### src/rtl/id_ex_elastic_reg.sv
// ID->EX pipeline register: valid/ready handshake, 2-entry skid buffer, flush bubble insertion.
// Optional stall/flush performance counters enabled by defining ID_EX_PERF_EN.
module id_ex_elastic_reg #(
  parameter int unsigned XLEN = 32,
  parameter int unsigned PCW  = 30,
  parameter int unsigned REGW = 5,
  parameter int unsigned WBW  = 2,
  parameter int unsigned MW   = 3,
  parameter int unsigned EXW  = 3,
`ifdef ID_EX_PERF_EN
  parameter int unsigned CNTW = 16,
`endif
  localparam int unsigned DW  = PCW + 3*XLEN + 2*REGW
) (
  input  logic           clk,
  input  logic           rst,
  input  logic           flush,
  input  logic           in_valid,
  output logic           in_ready,
  input  logic [DW-1:0]  in_data,
  input  logic [WBW-1:0] in_wb,
  input  logic [MW-1:0]  in_m,
  input  logic [EXW-1:0] in_ex,
  output logic           out_valid,
  input  logic           out_ready,
  output logic [DW-1:0]  out_data,
  output logic [WBW-1:0] out_wb,
  output logic [MW-1:0]  out_m,
  output logic           out_reg_dst,
  output logic           out_alu_src,
  output logic [EXW-3:0] out_alu_op
`ifdef ID_EX_PERF_EN
  ,
  output logic [CNTW-1:0] stall_cnt,
  output logic [CNTW-1:0] flush_cnt
`endif
);

  logic           main_valid_q, main_valid_d;
  logic [DW-1:0]  main_data_q,  main_data_d;
  logic [WBW-1:0] main_wb_q,    main_wb_d;
  logic [MW-1:0]  main_m_q,     main_m_d;
  logic [EXW-1:0] main_ex_q,    main_ex_d;

  logic           skid_valid_q, skid_valid_d;
  logic [DW-1:0]  skid_data_q,  skid_data_d;
  logic [WBW-1:0] skid_wb_q,    skid_wb_d;
  logic [MW-1:0]  skid_m_q,     skid_m_d;
  logic [EXW-1:0] skid_ex_q,    skid_ex_d;

  logic accept;
  logic pop;

  assign accept = in_valid & ~skid_valid_q;
  assign pop    = main_valid_q & out_ready;

  always_comb begin
    main_valid_d = main_valid_q;
    main_data_d  = main_data_q;
    main_wb_d    = main_wb_q;
    main_m_d     = main_m_q;
    main_ex_d    = main_ex_q;
    skid_valid_d = skid_valid_q;
    skid_data_d  = skid_data_q;
    skid_wb_d    = skid_wb_q;
    skid_m_d     = skid_m_q;
    skid_ex_d    = skid_ex_q;
    if (flush) begin
      main_valid_d = 1'b0;
      skid_valid_d = 1'b0;
      main_wb_d    = '0;
      main_m_d     = '0;
      main_ex_d    = '0;
    end else if (!main_valid_q || pop) begin
      if (skid_valid_q) begin
        main_valid_d = 1'b1;
        main_data_d  = skid_data_q;
        main_wb_d    = skid_wb_q;
        main_m_d     = skid_m_q;
        main_ex_d    = skid_ex_q;
        skid_valid_d = 1'b0;
      end else if (accept) begin
        main_valid_d = 1'b1;
        main_data_d  = in_data;
        main_wb_d    = in_wb;
        main_m_d     = in_m;
        main_ex_d    = in_ex;
      end else begin
        // Bubble: control zeroed in the flops, payload left as-is
        main_valid_d = 1'b0;
        main_wb_d    = '0;
        main_m_d     = '0;
        main_ex_d    = '0;
      end
    end else if (accept) begin
      skid_valid_d = 1'b1;
      skid_data_d  = in_data;
      skid_wb_d    = in_wb;
      skid_m_d     = in_m;
      skid_ex_d    = in_ex;
    end
  end

  always_ff @(posedge clk) begin
    if (rst) begin
      main_valid_q <= 1'b0;
      main_data_q  <= '0;
      main_wb_q    <= '0;
      main_m_q     <= '0;
      main_ex_q    <= '0;
      skid_valid_q <= 1'b0;
      skid_data_q  <= '0;
      skid_wb_q    <= '0;
      skid_m_q     <= '0;
      skid_ex_q    <= '0;
    end else begin
      main_valid_q <= main_valid_d;
      main_data_q  <= main_data_d;
      main_wb_q    <= main_wb_d;
      main_m_q     <= main_m_d;
      main_ex_q    <= main_ex_d;
      skid_valid_q <= skid_valid_d;
      skid_data_q  <= skid_data_d;
      skid_wb_q    <= skid_wb_d;
      skid_m_q     <= skid_m_d;
      skid_ex_q    <= skid_ex_d;
    end
  end

  assign in_ready    = ~skid_valid_q;
  assign out_valid   = main_valid_q;
  assign out_data    = main_data_q;
  assign out_wb      = main_wb_q;
  assign out_m       = main_m_q;
  assign out_reg_dst = main_ex_q[0];
  assign out_alu_src = main_ex_q[1];
  assign out_alu_op  = main_ex_q[EXW-1:2];

`ifdef ID_EX_PERF_EN
  logic [CNTW-1:0] stall_cnt_q;
  logic [CNTW-1:0] flush_cnt_q;

  always_ff @(posedge clk) begin
    if (rst) begin
      stall_cnt_q <= '0;
      flush_cnt_q <= '0;
    end else begin
      if (main_valid_q && !out_ready && (stall_cnt_q != '1))
        stall_cnt_q <= stall_cnt_q + CNTW'(1);
      if (flush && (main_valid_q || skid_valid_q) && (flush_cnt_q != '1))
        flush_cnt_q <= flush_cnt_q + CNTW'(1);
    end
  end

  assign stall_cnt = stall_cnt_q;
  assign flush_cnt = flush_cnt_q;
`endif

endmodule

### config.mk
export PLATFORM = sky130hd
export DESIGN_NAME = id_ex_elastic_reg
export DESIGN_NICKNAME = d
export VERILOG_FILES = /design/src/rtl/id_ex_elastic_reg.sv
export SDC_FILE = /design/constraint.sdc
export NUM_CORES = 1
export LEC_CHECK = 0
export CAP_MARGIN = 10
export CORE_MARGIN = 2
export CORE_UTILIZATION = 35
export CTS_CLUSTER_SIZE = 24
export DETAILED_ROUTE_END_ITERATION = 10
export PLACE_DENSITY = 0.64
export SLEW_MARGIN = 40
export SYNTH_ARGS = -nofsm -noshare
export SYNTH_HDL_FRONTEND = slang
export SYNTH_SLANG_ARGS = --single-unit
### constraint.sdc
create_clock -name clk -period 2.34 [get_ports clk]
set_clock_uncertainty 0.15 [all_clocks]
set_input_delay 0.585 -clock clk [delete_from_list [all_inputs] [get_ports clk]]
set_output_delay 0.585 -clock clk [all_outputs]
set_load 0.1 [all_outputs]
==> flow_summary.yaml, run 1 <==
status:
  status: "finished, final reports clean"
final_layout:
  most-common-layout-cells: "dfxtp_1, nand2b_1, mux2i_1"
  layout-drive-gt1-share_pct: 16.0
  stdcell_count: 2035
  syn_to_final_growth_pct: 33.3
  fin_nets: 1690
  post-route-util_pct: 47.4
  layout_commonest_cell: "dfxtp_1"
clock_network:
  clock_path_buffers: 3
  postCtsHoldBufs: 0
  cts_sinks: 290
  clk_pin_slew_worst_paths_ns: 0.06
  post_cts_resized: 0
  postCtsSetupBuffers: 0
  root_buffer: "clkbuf_16"
  cts_made_buffers: 35
  htree_levels: 2
  tritoncts: "yes"
  clk-insertion-delay-late_ns: 0.50
place:
  placedCellCount: 1972
  place_congestion: 0.762
  io_buffers: 294
  dp_slack_ns: -0.0718
  dpl.hpwl_um: 23100
flow_run:
  max_cap_violations: 0
power_and_ir_drop:
  p_leak_uw: 0.00602
  clkPwrFrac_pct: 40.8
  p_per_area_mw_per_mm2: 764
  seqPwrFrac_pct: 39.6
  vdd_drop_max_v: 0.000480
  p_comb_share_pct: 19.6
  intPower_uw: 9200
  p_total_uw: 13200
  switching_share_pct: 30.4
  power.switching_uw: 4020
grt:
  grt.overflow.total: 0
  grt_pass1_wl_um: 56500
  grt_max_degree: 83
  antenna_found_initial: 1
  met2_usage_pct: 28.6
  met1_usage_pct: 24.4
  grt.total_usage_pct: 18.1
  grt_pass1_vias: 10000
  top_usage_layer: "met2"
  grtUsageMet3_pct: 4.71
routing:
  ant_nets: 0
  dr.pass1.iters: 4
  wl_per_cell_um: 17.7
  drt_iter0_drc: 441
  wirelength_um: 36000
  drc_errors: 0
  vias: 10100
  drt-vias-per-instance: 4.98
critical_path:
  critical_path_class: "reg2out"
  required_ns: 1.60
  reg2reg_setup_slack_ns: 0.62
  crit_path_end_kind: "output pin"
  r2r_end: "skid_data_q[89]$_SDFFE_PP0P_"
  arrival_ns: 1.24
  r2r_start: "skid_valid_q$_SDFFE_PP0N_"
  r2r_cells: 5
  cp_max_fo: 11
  worst_setup_path_start_kind: "flop"
sta:
  finalHoldViolations: 0
  max_freq_ghz: 0.507
  tightest_slew_ns: 0.623
  period_share_pct: 84.3
  min_period_ns: 1.97
  slew_headroom_pct: 58.5
  setup_viol: 0
  layout_setup_ws_ns: 0.368
  drv_slew: 0
  rsz0062_at_grt: "false"
  setup_tns_ns: 0
logic_synthesis:
  netlist_top_cells_area: "dfxtp_1, mux2i_1, nand2b_1"
  yosys_register_bits: 290
  yosysTopAreaCellShare_pct: 44.8
  yosysUniqueCellTypes: 19
  synthFlopType: "dfxtp_1"
  synth_edf_count: 0
  synth.avg_cell_area_um2: 10.0
  ys_seq_area_share_pct: 44.8
  synth_warnings: 0
  syn_nets: 1442
  syn-instance-count: 1293
  synth_area_leader_cell: "dfxtp_1"
  synthArstFlopShare_pct: 0
  syn-cell-area_mm2: 0.0130
hold_path:
  min_path_type: "reg2reg"
  hold_path_depth: 2
  hold_end: "skid_data_q[63]$_SDFFE_PP0P_"
  worstHoldStart: "skid_data_q[63]$_SDFFE_PP0P_"
die:
  die_y_um: 197
  initial_utilization_pct: 35.5
  io_pins: 295
  core_mm2: 0.0365
  fp-row-count: 70
  die-area_mm2: 0.0386
  die_x_um: 197
-- area by class of cell --
cell class	count	area (um^2)
Timing Repair Buffer	339	3210
Multi-Input combinational cell	874	6540
Clock inverter	8	68.8
Fill cell	3400	19200
Clock buffer	53	1080
Sequential cell	290	5810
Tap cell	468	586
Inverter	1	3.75
Antenna cell	2	5.00
-- logic make-up after synthesis --
| family | share of synthesized area (%) |
|---|---|
| AND/OR/NAND/NOR | 14.8 |
| AO/OA/AOI/OAI | 13.8 |
| flip-flops | 44.8 |
| multiplexers | 21.6 |
| buffers and inverters | 5.04 |
-- synthesized netlist by cell type, types with 2 or more instances --
| master | instances |
|---|---|
| buf_4 | 14 |
| nor2b_1 | 2 |
| buf_2 | 24 |
| clkbuf_1 | 74 |
| nor3_1 | 10 |
| clkbuf_4 | 2 |
| buf_1 | 7 |
| nand2b_1 | 289 |
| mux2i_1 | 280 |
| buf_8 | 7 |
| a211oi_1 | 136 |
| dfxtp_1 | 290 |
| a21oi_1 | 137 |
| a221oi_1 | 8 |
| nor2_1 | 9 |
-- per-stage QoR --
step	area [um^2]	hold slack, ns
after global routing	17300	0.341
after CTS	17300	0.323
after global placement	16100	0.307
final	17300	0.321
after floorplan	13000	0.298
after detailed placement	16100	0.312
-- worst max-delay path, cell delays in order (launching register included) --
cell and delay [ns]:
dfxtp_4 0.46, inv_1 0.10, buf_12 0.18
-- sequential cells by signal, summed over array words and instances (netlist names) --
signal / flops
out_wb: 2
out_data: 136
skid_ex_q: 3
skid_wb_q: 2
skid_data_q: 136
main_ex_q: 3
skid_valid_q: 1
out_valid: 1
skid_m_q: 3
out_m: 3
-- routing by layer --
metal  share of wire [%]  vias up  wire length (um)
li1                    -     5050                 -
met1                  46     4803             16700
met2                  45      238             16300
met3                 6.2       50              2240
met4                 2.1        0               755
met5                   0        -                 0
-- power by group through the flow --
stage	Clock, uW	Combinational, uW	Sequential (uW)
after floorplan	0	625	6530
after global placement	0	2590	5340
after detailed placement	0	2600	5340
after CTS	5550	2610	5240
after global routing	5760	2720	5260
final	5390	2590	5240
-- how the worst max path moves through the flow --
stage,from,to,slack (ns),depth (start not counted)
after floorplan,out_valid$_SDFFE_PP0P_,out_data[100]$_SDFFE_PP0P_,0.08,7
after global placement,in_valid,skid_data_q[82]$_SDFFE_PP0P_,-0.05,6
after detailed placement,in_valid,skid_data_q[89]$_SDFFE_PP0P_,-0.07,6
after CTS,skid_valid_q$_SDFFE_PP0N_,in_ready,0.31,2
after global routing,skid_valid_q$_SDFFE_PP0N_,in_ready,0.30,2
final,skid_valid_q$_SDFFE_PP0N_,in_ready,0.37,2
No activity file was read; power rests on OpenSTA's default activity.
==> run 2, diff against run 1 <==
Clock period 2.34 ns to 2 ns, I/O delays scaled along.
==> run 2 against run 1 <==
Routed wire length is 2.0% higher. Critical endpoint unchanged. Sequential cell count stayed put. Final area grew 12%. Sequential power grew 19%. Count of clock-buffer cells in the layout shrank 1. Critical path depth is 1 higher. Non-clock buffer count rose by 5. Highest routed layer is now met5.
==> flow_summary.yaml, run 2 (synthesis results as in run 1) <==
clock_network:
  htree_levels: 2
  root_buffer: "clkbuf_16"
  tritoncts: "yes"
  clk_pin_slew_worst_paths_ns: 0.07
  cts_sinks: 290
  clock_path_buffers: 3
  clk-insertion-delay-late_ns: 0.51
  cts_made_buffers: 35
final_layout:
  layout-drive-gt1-share_pct: 16.6
  stdcell_count: 2042
  syn_to_final_growth_pct: 49.0
  fin_nets: 1695
  post-route-util_pct: 52.9
  most-common-layout-cells: "nand2b_1, dfxtp_1, mux2i_1"
place:
  dpl.hpwl_um: 24000
  io_buffers: 294
  placedCellCount: 1974
  place_congestion: 0.756
sta:
  finalHoldViolations: 0
  setup_viol: 0
  drv_slew: 0
  max_freq_ghz: 0.517
  slew_headroom_pct: 63.2
  tightest_slew_ns: 0.552
  period_share_pct: 96.7
  setup_tns_ns: 0
  whs_ns: 0.101
  rsz0062_at_grt: "false"
  min_period_ns: 1.93
power_and_ir_drop:
  p_per_area_mw_per_mm2: 843
  p_leak_uw: 0.00659
  vdd_drop_max_v: 0.000545
die:
  initial_utilization_pct: 35.5
  fp-row-count: 70
  die-area_mm2: 0.0386
  io_pins: 295
  core_mm2: 0.0365
  die_x_um: 197
  die_y_um: 197
critical_path:
  cp_cell_sequence: "buf_16, inv_1, buf_12"
  r2r_start: "skid_valid_q$_SDFFE_PP0N_"
  arrival_ns: 1.28
  r2r_cells: 6
  cp_top_family: "buffers and inverters"
  worst-path-buf-inv: 3
  crit_path_end_kind: "output pin"
  cp_max_fo: 2
  r2r_end: "skid_data_q[118]$_SDFFE_PP0P_"
  reg2reg_setup_slack_ns: 0.16
  slowest_delay_ns: 0.36
  required_ns: 1.35
  critical_path_class: "reg2out"
  worst_setup_path_start_kind: "flop"
  cpMaxStageDelayCell: "dfxtp_4"
flow_run:
  max_cap_violations: 0
grt:
  grt_max_degree: 123
  grt_pass1_vias: 10400
  grt.total_usage_pct: 18.7
  antenna_found_initial: 3
  grt.overflow.total: 0
  grt_pass1_wl_um: 58300
routing:
  vias: 10300
  drt_iter0_drc: 444
  wl_per_cell_um: 18.0
  wirelength_um: 36700
  ant_nets: 0
  drt-vias-per-instance: 5.04
  dr.pass1.iters: 4
  drc_errors: 0
hold_path:
  hold_path_depth: 2
  worstHoldStart: "rst"
  hold_end: "out_data[45]$_SDFFE_PP0P_"
  min_path_type: "in2reg"
status:
  status: "finished, final reports clean"
-- run 2: cell count changes in the layout (fill, tap and decap cells not counted), moves of 2 or more --
cell / delta
clkbuf_8: +2
buf_12: +151
clkbuf_16: -2
buf_4: -148
bufinv_16: +2
-- run 2: per-layer routing --
layer	share of wire, %	track usage [%]	vias up
li1	-	-	5071
met1	46	25.2	4901
met2	46	30.0	265
met3	6.5	4.62	51
met4	1.8	4.88	2
met5	0.035	0	-
-- run 2: stage by stage --
stage / setup WS, ns / area [um^2] / total power, uW
detailed placement: -0.344 / 18100 / 9890
global placement: -0.262 / 18100 / 9860
global route: 0.00390 / 19300 / 16900
CTS: 0.0361 / 19300 / 16500
floorplan: 0.0604 / 13000 / 8370
finish: 0.0661 / 19300 / 16300
-- run 2: worst max path at each step --
| stage | from | to | slack (ns) | cells past startpoint |
|---|---|---|---|---|
| floorplan | out_valid$_SDFFE_PP0P_ | out_data[100]$_SDFFE_PP0P_ | 0.06 | 7 |
| global placement | in_valid | skid_data_q[112]$_SDFFE_PP0P_ | -0.26 | 6 |
| detailed placement | in_valid | skid_data_q[70]$_SDFFE_PP0P_ | -0.34 | 6 |
| CTS | skid_valid_q$_SDFFE_PP0N_ | in_ready | 0.04 | 3 |
| global route | skid_valid_q$_SDFFE_PP0N_ | in_ready | 0.004 | 3 |
| finish | skid_valid_q$_SDFFE_PP0N_ | in_ready | 0.07 | 3 |
-- run 2: final cells by class --
cell class              instances  area [um^2]
inverters                       1         3.75
clock buffers                  52         1050
clock inverters                11          149
diodes                          2         5.00
well taps                     468          586
repair buffers                344         5180
fillers                      3222        17200
multi-input cells             874         6540
flip-flops and latches        290         5810
-- run 2: worst reg2reg max path, cell delays in order (launching register included) --
cell and delay, ns:
dfxtp_4 0.36, buf_4 0.18, nor2b_2 0.15, nor3b_4 0.28
buf_12 0.20, buf_12 0.21, mux2i_1 0.23
-- run 2: repair_timing --
| item | 4_1_cts | 5_1_grt |
|---|---|---|
| buffers inserted | 2 | 0 |
| gates cloned | 1 | 0 |
| resized for setup | 1 | 1 |
| hold buffers | 0 | 0 |
| endpoints found under the setup margin | 1 | 1 |
-- run 2: report_power, final --
group          internal, uW  leakage, uW  switching [uW]
Combinational          1420      0.00363            2100
Clock                  4040     0.000594            2500
Sequential             6000      0.00237             234
Total                 11500      0.00659            4840
